**src/rtl/int_ctrl_if.sv**
```systemverilog
// Bus bundle between the interrupt controller and its neighbours
// (interrupt sources, pipeline control and the CSR file).
// The master side is the surrounding system; the slave side is int_ctrl.
interface int_ctrl_if #(
    parameter int ADDR_W = 32,
    parameter int DATA_W = 32
);
    // Interrupt sources
    logic              timer_irq_i;
    logic              ext_irq_i;
    // Pipeline control
    logic [ADDR_W-1:0] pc_i;
    logic              jump_we_i;
    logic [5:0]        stall_i;
    logic              mret_i;
    // CSR read side
    logic [DATA_W-1:0] mstatus_i;
    logic [DATA_W-1:0] mie_i;
    logic [DATA_W-1:0] mtvec_i;
    logic [DATA_W-1:0] mepc_i;
    // Redirect request to pipeline control
    logic              int_en_o;
    logic [ADDR_W-1:0] isr_pc_o;
    // CSR write port
    logic              csr_we_o;
    logic [11:0]       csr_waddr_o;
    logic [DATA_W-1:0] csr_wdata_o;
    logic              busy_o;

    modport master (
        output timer_irq_i, ext_irq_i, pc_i, jump_we_i, stall_i, mret_i,
        output mstatus_i, mie_i, mtvec_i, mepc_i,
        input  int_en_o, isr_pc_o, csr_we_o, csr_waddr_o, csr_wdata_o, busy_o
    );

    modport slave (
        input  timer_irq_i, ext_irq_i, pc_i, jump_we_i, stall_i, mret_i,
        input  mstatus_i, mie_i, mtvec_i, mepc_i,
        output int_en_o, isr_pc_o, csr_we_o, csr_waddr_o, csr_wdata_o, busy_o
    );
endinterface

```
**src/rtl/int_ctrl.sv**
```systemverilog
// Machine-mode interrupt controller.
// Takes a pending timer/external interrupt, writes mepc, mcause and mstatus
// through the CSR write port over three cycles, then requests a flush and
// redirect to the trap vector. On mret it restores mstatus and redirects to
// mepc. All outputs are registered and change together with the state.
// Optional build macro: INT_CTRL_VECTORED_EN (vectored mtvec mode).
module int_ctrl #(
    parameter int ADDR_W = 32,
    parameter int DATA_W = 32
) (
    input logic        clk_i,
    input logic        rst_i,
    int_ctrl_if.slave  bus
);

    localparam logic [11:0] CSR_MSTATUS = 12'h300;
    localparam logic [11:0] CSR_MEPC    = 12'h341;
    localparam logic [11:0] CSR_MCAUSE  = 12'h342;

    localparam logic [DATA_W-1:0] CAUSE_EXT   = DATA_W'(32'h8000_000B);
    localparam logic [DATA_W-1:0] CAUSE_TIMER = DATA_W'(32'h8000_0007);

    typedef enum logic [2:0] {
        IDLE,
        SAVE_EPC,
        SAVE_CAUSE,
        SAVE_STATUS,
        ENTER,
        IN_ISR,
        RET
    } state_t;

    state_t            state;
    logic [DATA_W-1:0] cause_q;

    logic              int_en_q;
    logic [ADDR_W-1:0] isr_pc_q;
    logic              csr_we_q;
    logic [11:0]       csr_waddr_q;
    logic [DATA_W-1:0] csr_wdata_q;
    logic              busy_q;

    logic              ext_pend;
    logic              tmr_pend;
    logic              take;
    logic [DATA_W-1:0] cause_sel;
    logic [DATA_W-1:0] pc_ext;
    logic [DATA_W-1:0] save_status;
    logic [DATA_W-1:0] ret_status;
    logic [ADDR_W-1:0] vec_base;
    logic [ADDR_W-1:0] vec_target;

    // Pending/take decision and the data words the sequence writes out.
    always_comb begin
        // NOTE: every always_comb output gets a default first so no path can infer a latch.
        ext_pend  = bus.ext_irq_i & bus.mie_i[11];
        tmr_pend  = bus.timer_irq_i & bus.mie_i[7];
        take      = (ext_pend | tmr_pend) & bus.mstatus_i[3]
                    & ~bus.jump_we_i & (bus.stall_i == 6'd0);
        cause_sel = ext_pend ? CAUSE_EXT : CAUSE_TIMER;

        pc_ext                = '0;
        pc_ext[ADDR_W-1:0]    = bus.pc_i;

        // Trap entry: MPIE <- MIE, MIE <- 0.
        save_status    = bus.mstatus_i;
        save_status[7] = bus.mstatus_i[3];
        save_status[3] = 1'b0;

        // Trap return: MIE <- MPIE, MPIE <- 1.
        ret_status     = bus.mstatus_i;
        ret_status[3]  = bus.mstatus_i[7];
        ret_status[7]  = 1'b1;
    end

    // Trap vector target from mtvec and the latched cause.
    always_comb begin
        vec_base   = {bus.mtvec_i[ADDR_W-1:2], 2'b00};
        vec_target = vec_base;
`ifdef INT_CTRL_VECTORED_EN
        if (bus.mtvec_i[1:0] == 2'b01) begin
            vec_target = vec_base + {{(ADDR_W-6){1'b0}}, cause_q[3:0], 2'b00};
        end
`endif
    end

    // Controller FSM; outputs are registered alongside the next state.
    always_ff @(posedge clk_i) begin
        // NOTE: reset is synchronous and clears every output register, so a
        // sequence cut short by reset can never leave a stray CSR write behind.
        if (rst_i) begin
            state       <= IDLE;
            cause_q     <= '0;
            int_en_q    <= 1'b0;
            isr_pc_q    <= '0;
            csr_we_q    <= 1'b0;
            csr_waddr_q <= '0;
            csr_wdata_q <= '0;
            busy_q      <= 1'b0;
        end else begin
            // NOTE: sequential state uses non-blocking assignments only; the
            // defaults below are overridden by the state that produces an output.
            int_en_q    <= 1'b0;
            isr_pc_q    <= '0;
            csr_we_q    <= 1'b0;
            csr_waddr_q <= '0;
            csr_wdata_q <= '0;
            busy_q      <= 1'b0;

            unique case (state)
                IDLE: begin
                    if (bus.mret_i) begin
                        state       <= RET;
                        csr_we_q    <= 1'b1;
                        csr_waddr_q <= CSR_MSTATUS;
                        csr_wdata_q <= ret_status;
                        int_en_q    <= 1'b1;
                        isr_pc_q    <= bus.mepc_i[ADDR_W-1:0];
                        busy_q      <= 1'b1;
                    end else if (take) begin
                        state       <= SAVE_EPC;
                        cause_q     <= cause_sel;
                        csr_we_q    <= 1'b1;
                        csr_waddr_q <= CSR_MEPC;
                        csr_wdata_q <= pc_ext;
                        busy_q      <= 1'b1;
                    end
                end
                SAVE_EPC: begin
                    state       <= SAVE_CAUSE;
                    csr_we_q    <= 1'b1;
                    csr_waddr_q <= CSR_MCAUSE;
                    csr_wdata_q <= cause_q;
                    busy_q      <= 1'b1;
                end
                SAVE_CAUSE: begin
                    state       <= SAVE_STATUS;
                    csr_we_q    <= 1'b1;
                    csr_waddr_q <= CSR_MSTATUS;
                    csr_wdata_q <= save_status;
                    busy_q      <= 1'b1;
                end
                SAVE_STATUS: begin
                    state    <= ENTER;
                    int_en_q <= 1'b1;
                    isr_pc_q <= vec_target;
                    busy_q   <= 1'b1;
                end
                ENTER: begin
                    // mret here belongs to a flushed instruction and is dropped.
                    state <= IN_ISR;
                end
                IN_ISR: begin
                    if (bus.mret_i) begin
                        state       <= RET;
                        csr_we_q    <= 1'b1;
                        csr_waddr_q <= CSR_MSTATUS;
                        csr_wdata_q <= ret_status;
                        int_en_q    <= 1'b1;
                        isr_pc_q    <= bus.mepc_i[ADDR_W-1:0];
                        busy_q      <= 1'b1;
                    end
                end
                RET: begin
                    state <= IDLE;
                end
                default: begin
                    state <= IDLE;
                end
            endcase
        end
    end

    assign bus.int_en_o    = int_en_q;
    assign bus.isr_pc_o    = isr_pc_q;
    assign bus.csr_we_o    = csr_we_q;
    assign bus.csr_waddr_o = csr_waddr_q;
    assign bus.csr_wdata_o = csr_wdata_q;
    assign bus.busy_o      = busy_q;

endmodule

```
**src/flat_wrapper.sv**
```systemverilog
// flat-port wrapper written by rule: the top's interface ports become plain ports
module int_ctrl_flat 
#(
    parameter int ADDR_W = 32,
    parameter int DATA_W = 32
)
  (clk_i, rst_i, bus_timer_irq_i, bus_ext_irq_i, bus_pc_i, bus_jump_we_i, bus_stall_i, bus_mret_i, bus_mstatus_i, bus_mie_i, bus_mtvec_i, bus_mepc_i, bus_int_en_o, bus_isr_pc_o, bus_csr_we_o, bus_csr_waddr_o, bus_csr_wdata_o, bus_busy_o);
  int_ctrl_if #(.ADDR_W(ADDR_W), .DATA_W(DATA_W)) bus_i ();
  input logic clk_i;
  input logic rst_i;
  input wire logic [$bits(bus_i.timer_irq_i)-1:0] bus_timer_irq_i;
  input wire logic [$bits(bus_i.ext_irq_i)-1:0] bus_ext_irq_i;
  input wire logic [$bits(bus_i.pc_i)-1:0] bus_pc_i;
  input wire logic [$bits(bus_i.jump_we_i)-1:0] bus_jump_we_i;
  input wire logic [$bits(bus_i.stall_i)-1:0] bus_stall_i;
  input wire logic [$bits(bus_i.mret_i)-1:0] bus_mret_i;
  input wire logic [$bits(bus_i.mstatus_i)-1:0] bus_mstatus_i;
  input wire logic [$bits(bus_i.mie_i)-1:0] bus_mie_i;
  input wire logic [$bits(bus_i.mtvec_i)-1:0] bus_mtvec_i;
  input wire logic [$bits(bus_i.mepc_i)-1:0] bus_mepc_i;
  output wire logic [$bits(bus_i.int_en_o)-1:0] bus_int_en_o;
  output wire logic [$bits(bus_i.isr_pc_o)-1:0] bus_isr_pc_o;
  output wire logic [$bits(bus_i.csr_we_o)-1:0] bus_csr_we_o;
  output wire logic [$bits(bus_i.csr_waddr_o)-1:0] bus_csr_waddr_o;
  output wire logic [$bits(bus_i.csr_wdata_o)-1:0] bus_csr_wdata_o;
  output wire logic [$bits(bus_i.busy_o)-1:0] bus_busy_o;
  assign bus_i.timer_irq_i = bus_timer_irq_i;
  assign bus_i.ext_irq_i = bus_ext_irq_i;
  assign bus_i.pc_i = bus_pc_i;
  assign bus_i.jump_we_i = bus_jump_we_i;
  assign bus_i.stall_i = bus_stall_i;
  assign bus_i.mret_i = bus_mret_i;
  assign bus_i.mstatus_i = bus_mstatus_i;
  assign bus_i.mie_i = bus_mie_i;
  assign bus_i.mtvec_i = bus_mtvec_i;
  assign bus_i.mepc_i = bus_mepc_i;
  assign bus_int_en_o = bus_i.int_en_o;
  assign bus_isr_pc_o = bus_i.isr_pc_o;
  assign bus_csr_we_o = bus_i.csr_we_o;
  assign bus_csr_waddr_o = bus_i.csr_waddr_o;
  assign bus_csr_wdata_o = bus_i.csr_wdata_o;
  assign bus_busy_o = bus_i.busy_o;
  int_ctrl #(.ADDR_W(ADDR_W), .DATA_W(DATA_W)) u_core (.clk_i(clk_i), .rst_i(rst_i), .bus(bus_i));
endmodule
```
**config.mk**
```make
export PLATFORM = sky130hd
export DESIGN_NAME = int_ctrl_flat
export DESIGN_NICKNAME = d
export VERILOG_FILES = /design/src/rtl/int_ctrl_if.sv /design/src/rtl/int_ctrl.sv /design/src/flat_wrapper.sv
export SDC_FILE = /design/constraint.sdc
export NUM_CORES = 1
export LEC_CHECK = 0
export ABC_AREA = 1
export BUFFER_PORTS_ARGS = -buffer_cell sky130_fd_sc_hd__buf_2
export CAP_MARGIN = 20
export CELL_PAD_IN_SITES_DETAIL_PLACEMENT = 1
export CELL_PAD_IN_SITES_GLOBAL_PLACEMENT = 2
export CORE_MARGIN = 1
export CORE_UTILIZATION = 20
export CTS_BUF_LIST = sky130_fd_sc_hd__clkbuf_2 sky130_fd_sc_hd__clkbuf_4 sky130_fd_sc_hd__clkbuf_8
export DETAILED_ROUTE_END_ITERATION = 6
export PLACE_DENSITY_LB_ADDON = 0.1
export SKIP_LAST_GASP = 1
export SLEW_MARGIN = 20
export SYNTH_ARGS = -nofsm -noshare
export SYNTH_HDL_FRONTEND = slang
export SYNTH_SLANG_ARGS = --single-unit
export TNS_END_PERCENT = 10
```
**constraint.sdc**
```tcl
create_clock -name clk_i -period 1.9 [get_ports clk_i]
set_clock_uncertainty 0.1 [all_clocks]
set_input_delay 0.38 -clock clk_i [delete_from_list [all_inputs] [get_ports clk_i]]
set_output_delay 0.38 -clock clk_i [all_outputs]
set_load 0.03 [all_outputs]
```
==> results.cfg, run 1 <==
[hold_path]
holdCritPathClass = in2reg

[run_status]
violations = DRC
status = finished with violations

[setup_path]
critical_path_class = reg2reg
cp_max_fo = 33
critical_path.top_delay_family = simple AND/OR/NAND/NOR gates
start_kind = flop
path_cells = inv_1, nand2_1, nor2_4, a22oi_1, nor2_1
cp.required_ns = 2.10
critical_path_buf_inv_count = 1
slowest_stage = nor2_4
crit_arrival_ns = 2.00
slowest_delay_ns = 0.63
endpoint_kind = flop

[detailed_routing]
ant_nets = 0
drt_pass1_iterations = 6
routed_wl_um = 11100
drt-initial-drc-count = 136
vias_per_cell = 4.34
via_count = 3268
wl_per_cell_um = 14.8
drc = 34

[logic_synthesis]
ys.flop_type = dfxtp_1
async_flop_share = 0
synthCells = 359
synth_top_area_cell = dfxtp_1
netlist_top_cells_count = dfxtp_1, nand2_1, a21oi_1, nor2_1, nand4_1
synth-warning-count = 0
yosys-top-cells-area = dfxtp_1, a21oi_1, nand4_1
synth_seq_cells = 77
yosysSeqAreaShare = 0.509
avgSynthCellArea_um2 = 8.44
synth.most_common_cell = dfxtp_1
yosysUniqueCellTypes = 25
netlist_area_um2 = 3030
synth_edf_count = 0
synth_top_area_share = 0.509

[floorplanning]
die_h_um = 125
die_w_um = 125
core_area_um2 = 14600
ios = 251
core.rowCount = 44
start_util = 0.207
die_area_um2 = 15600

[sta]
rsz0062_at_grt = yes
max-slew-margin-rel = 0.453
timing.setup.tns_ns = 0
max_freq_mhz = 557
setup_viol = 0
finalWorstSetupSlack_ns = 0.104
final-max-slew-violation-count = 0
fin_crit_sh = 0.945
final_hold_viol_count = 0
tightest_slew_ns = 0.818
period_minus_slack_ns = 1.80

[clocking]
root_buffer = clkbuf_8
cts_tree = done
post-cts-setup-buffer-count = 0
cts.path.max_buffers = 2
numCtsBuffers = 9
post_cts_resized = 0
cts_num_sinks = 77
htreeDepth = 3
hold_buffers = 0
clk_pin_slew_worst_paths_ns = 0.08
insertion_delay_ns = 0.36

[pwr]
power_density_nw_per_um2 = 1370
ir_drop_v = 0.000434
power_leakage_nw = 2.18

[global_route]
grt_use_met1 = 0.166
overflow = 0
grt_use_met3 = 0.0642
grt_pass1_wl_um = 17900
grtUsageMet2 = 0.251
antenna_found_initial = 0
grt_usage = 0.148
grt_max_degree = 39
grt_busiest_layer = met2
grt_pass1_vias = 3463

[place]
dp_cells = 737
gp_congestion = 0.690
post-place-ws_ns = 0.109
port_buffers = 211
dp_hpwl_um = 8220

[finish]
area_growth_syn_to_layout_pct = 46.4
diodes = 0
fin_cells = 753
finalNetCount = 736
drive_gt1_frac = 0.439

[run]
cap_violations = 0
-- report_power, final --
part	switching, mW	internal, mW	total (mW)	leakage (nW)
combinational	1.88	0.814	2.69	1.46
clock	0.643	0.638	1.28	0.0943
sequential	0.113	1.97	2.08	0.629
-- metrics by stage --
step,hold WS [ns],area [um^2],util,power (mW)
after floorplan,0.336,3050,-,4.02
after global placement,0.348,4240,0.289,4.82
after detailed placement,0.358,4240,0.289,4.86
after CTS,0.122,4440,0.303,6.20
after global routing,0.130,4440,0.303,6.51
final,0.154,4440,0.303,6.06
-- path summary, 6_finish.rpt --
path | to | start | slack (ns) | depth (start not counted)
min | u_core.bus.isr_pc_o[14] | bus_mepc_i[14] | 0.15 | 3
max reg2reg | u_core.bus.isr_pc_o[24] | u_core.state[2] | 0.10 | 5
min reg2reg | u_core.cause_q[1] | u_core.cause_q[1] | 0.37 | 2
max | u_core.bus.isr_pc_o[24] | u_core.state[2] | 0.10 | 5
-- kinds of logic after synthesis --
group | share of synthesized area
other | 0.00124
and+or+nand+nor | 0.220
buffers and inverters | 0.101
AOI/OAI and AO/OA | 0.169
DFF | 0.509
-- worst min-delay path, delay by kind of cell --
kind | cells | cell delay, ns
AO/OA/AOI/OAI | 1 | 0.05
AND/OR/NAND/NOR | 1 | 0.07
buffers and inverters | 1 | 0.08
-- state kept, by name, summed over array words and instances (netlist names) --
signal,count
u_core.bus.csr_wdata_o,32
u_core.bus.isr_pc_o,32
u_core.bus.csr_waddr_o,4
u_core.cause_q,3
u_core.state,3
u_core.bus.busy_o,1
u_core.bus.csr_we_o,1
u_core.bus.int_en_o,1
-- area by class of cell --
type | count | area (um^2)
fill | 1820 | 10200
sequential | 77 | 1540
multi-input combinational | 232 | 1200
timing repair buffer | 222 | 1180
tap | 184 | 230
clock buffer | 10 | 138
inverter | 22 | 82.6
clock inverter | 6 | 62.6
-- per-layer routing --
metal / share of wire / vias up
met4: 0.0031 / 0
met2: 0.48 / 138
li1: - / 1620
met1: 0.41 / 1508
met3: 0.10 / 2
met5: 0 / -
-- cells in the final DEF, fill, tap and decap left out, types with 2 or more instances in the layout --
master      count
conb_1          7
a21oi_1        47
buf_12          3
a22oi_1        26
clkinv_2        2
clkbuf_8       10
o21ai_0         3
buf_4           8
nand2_1        48
clkinvlp_4      3
inv_1          21
buf_2         211
nor2_1         45
a22oi_2         4
nor2_4          3
dfxtp_1        77
nand3_1        10
nand4_1        32
Power figures use the tool's default switching activity.
==> inputs of run 2 (changes only) <==
- REMOVE_ABC_BUFFERS: not set -> 1
- TNS_END_PERCENT: 10 -> 5
==> results.cfg, run 2 (synthesis results as in run 1) <==
[setup_path]
worstSetupEndpoint = u_core.bus.busy_o
ff2ff_path_depth = 7
r2r-end = u_core.bus.busy_o
ff2ff_setup_slack_ns = 0.35
r2r-start = u_core.state[1]
startpoint = u_core.state[1]
cp_max_fo = 6
start_kind = flop
cp.required_ns = 2.05
crit_arrival_ns = 1.70
critical_path_class = reg2reg
endpoint_kind = flop

[sta]
rsz0062_at_grt = no
fin_crit_sh = 0.817
timing.setup.tns_ns = 0
period_minus_slack_ns = 1.55
setup_viol = 0
final_hold_viol_count = 0
final-max-slew-violation-count = 0
max_freq_mhz = 644
whs_ns = 0.153

[finish]
finalNetCount = 734
final_util = 0.302
final_common_cell = buf_2
mostFrequentLayoutCells = buf_2, dfxtp_1, nand2_1
drive_gt1_frac = 0.435
fill_cells = 1831
diodes = 0
area_growth_syn_to_layout_pct = 45.9

[global_route]
grt_pass1_wl_um = 17200
grt_max_degree = 48
overflow = 0
antenna_found_initial = 0
grt_pass1_vias = 3351
grt_use_met1 = 0.157
grt_usage = 0.142
grtUsageMet2 = 0.246
grt_use_met3 = 0.0608
grt_busiest_layer = met2

[clocking]
post_cts_resized = 0
post-cts-setup-buffer-count = 0
cts_num_sinks = 77
root_buffer = clkbuf_8
numCtsBuffers = 9
cts.path.max_buffers = 2
cts_tree = done
htreeDepth = 3
insertion_delay_ns = 0.35
clk_pin_slew_worst_paths_ns = 0.08
hold_buffers = 0

[floorplanning]
die_h_um = 125
core_area_um2 = 14600
start_util = 0.207
ios = 251
die_w_um = 125
die_area_um2 = 15600
core.rowCount = 44

[detailed_routing]
drt-initial-drc-count = 112
wl_per_cell_um = 14.6
via_count = 3257
drc = 32
routed_wl_um = 10900
vias_per_cell = 4.35
ant_nets = 0
drt_pass1_iterations = 6

[hold_path]
worstHoldPathCells = 3
holdCritPathClass = in2reg

[run]
cap_violations = 0

[pwr]
power_density_nw_per_um2 = 1360
ir_drop_v = 0.000453
power_leakage_nw = 2.18
power_mw = 6.01

[place]
gp_congestion = 0.698
port_buffers = 211
dp_hpwl_um = 7740

[run_status]
violations = DRC
status = finished with violations
## run 2: cell types whose count changed in the layout (fill, tap and decap cells not counted)
cell        change
buf_12          +1
buf_4           -3
clkbuf_4        +2
clkinv_2        -1
clkinvlp_4      -3
## run 2: metrics by stage
| stage | instances | worst slack, ns | area [um^2] |
|---|---|---|---|
| final | 749 | 0.347 | 4420 |
| after global routing | 749 | 0.180 | 4420 |
| after CTS | 749 | 0.326 | 4420 |
| after detailed placement | 735 | 0.287 | 4230 |
| after global placement | 735 | 0.314 | 4230 |
| after floorplan | 331 | 0.357 | 2830 |
## run 2: worst min-delay path by stage
stage	startpoint	endpoint	slack (ns)
after floorplan	u_core.cause_q[1]	u_core.cause_q[1]	0.33
after global placement	u_core.cause_q[1]	u_core.cause_q[1]	0.34
after detailed placement	u_core.cause_q[1]	u_core.cause_q[1]	0.36
after CTS	bus_mepc_i[1]	u_core.bus.isr_pc_o[1]	0.11
after global routing	bus_mepc_i[1]	u_core.bus.isr_pc_o[1]	0.12
final	bus_mepc_i[1]	u_core.bus.isr_pc_o[1]	0.15
## run 2: cell type report
type                    count  area [um^2]  area share
well taps                 184          230      0.0521
repair buffers            220         1170       0.265
clock inverters             2         35.0     0.00793
flip-flops and latches     77         1540       0.349
clock buffers              12          153      0.0345
inverters                  22         82.6      0.0187
multi-input cells         232         1200       0.273
## run 2: critical path, stage by stage, from the launching register on
cell and delay, ns:
dfxtp_1 0.45, inv_1 0.11, nand3_1 0.25, nand2_1 0.14
nor2_4 0.13, nand2_1 0.06, o21ai_0 0.14, inv_1 0.06
## run 2: routing by layer
layer | wire, um | share of wire | up-vias
li1 | - | - | 1613
met1 | 4490 | 0.41 | 1479
met2 | 5160 | 0.47 | 157
met3 | 1180 | 0.11 | 8
met4 | 111 | 0.010 | 0
met5 | 0 | 0 | -
## run 2: where the power goes
part / internal, mW / total [mW] / switching (mW)
Combinational: 0.816 / 2.68 / 1.87
Sequential: 1.97 / 2.08 / 0.111
Clock: 0.657 / 1.25 / 0.588
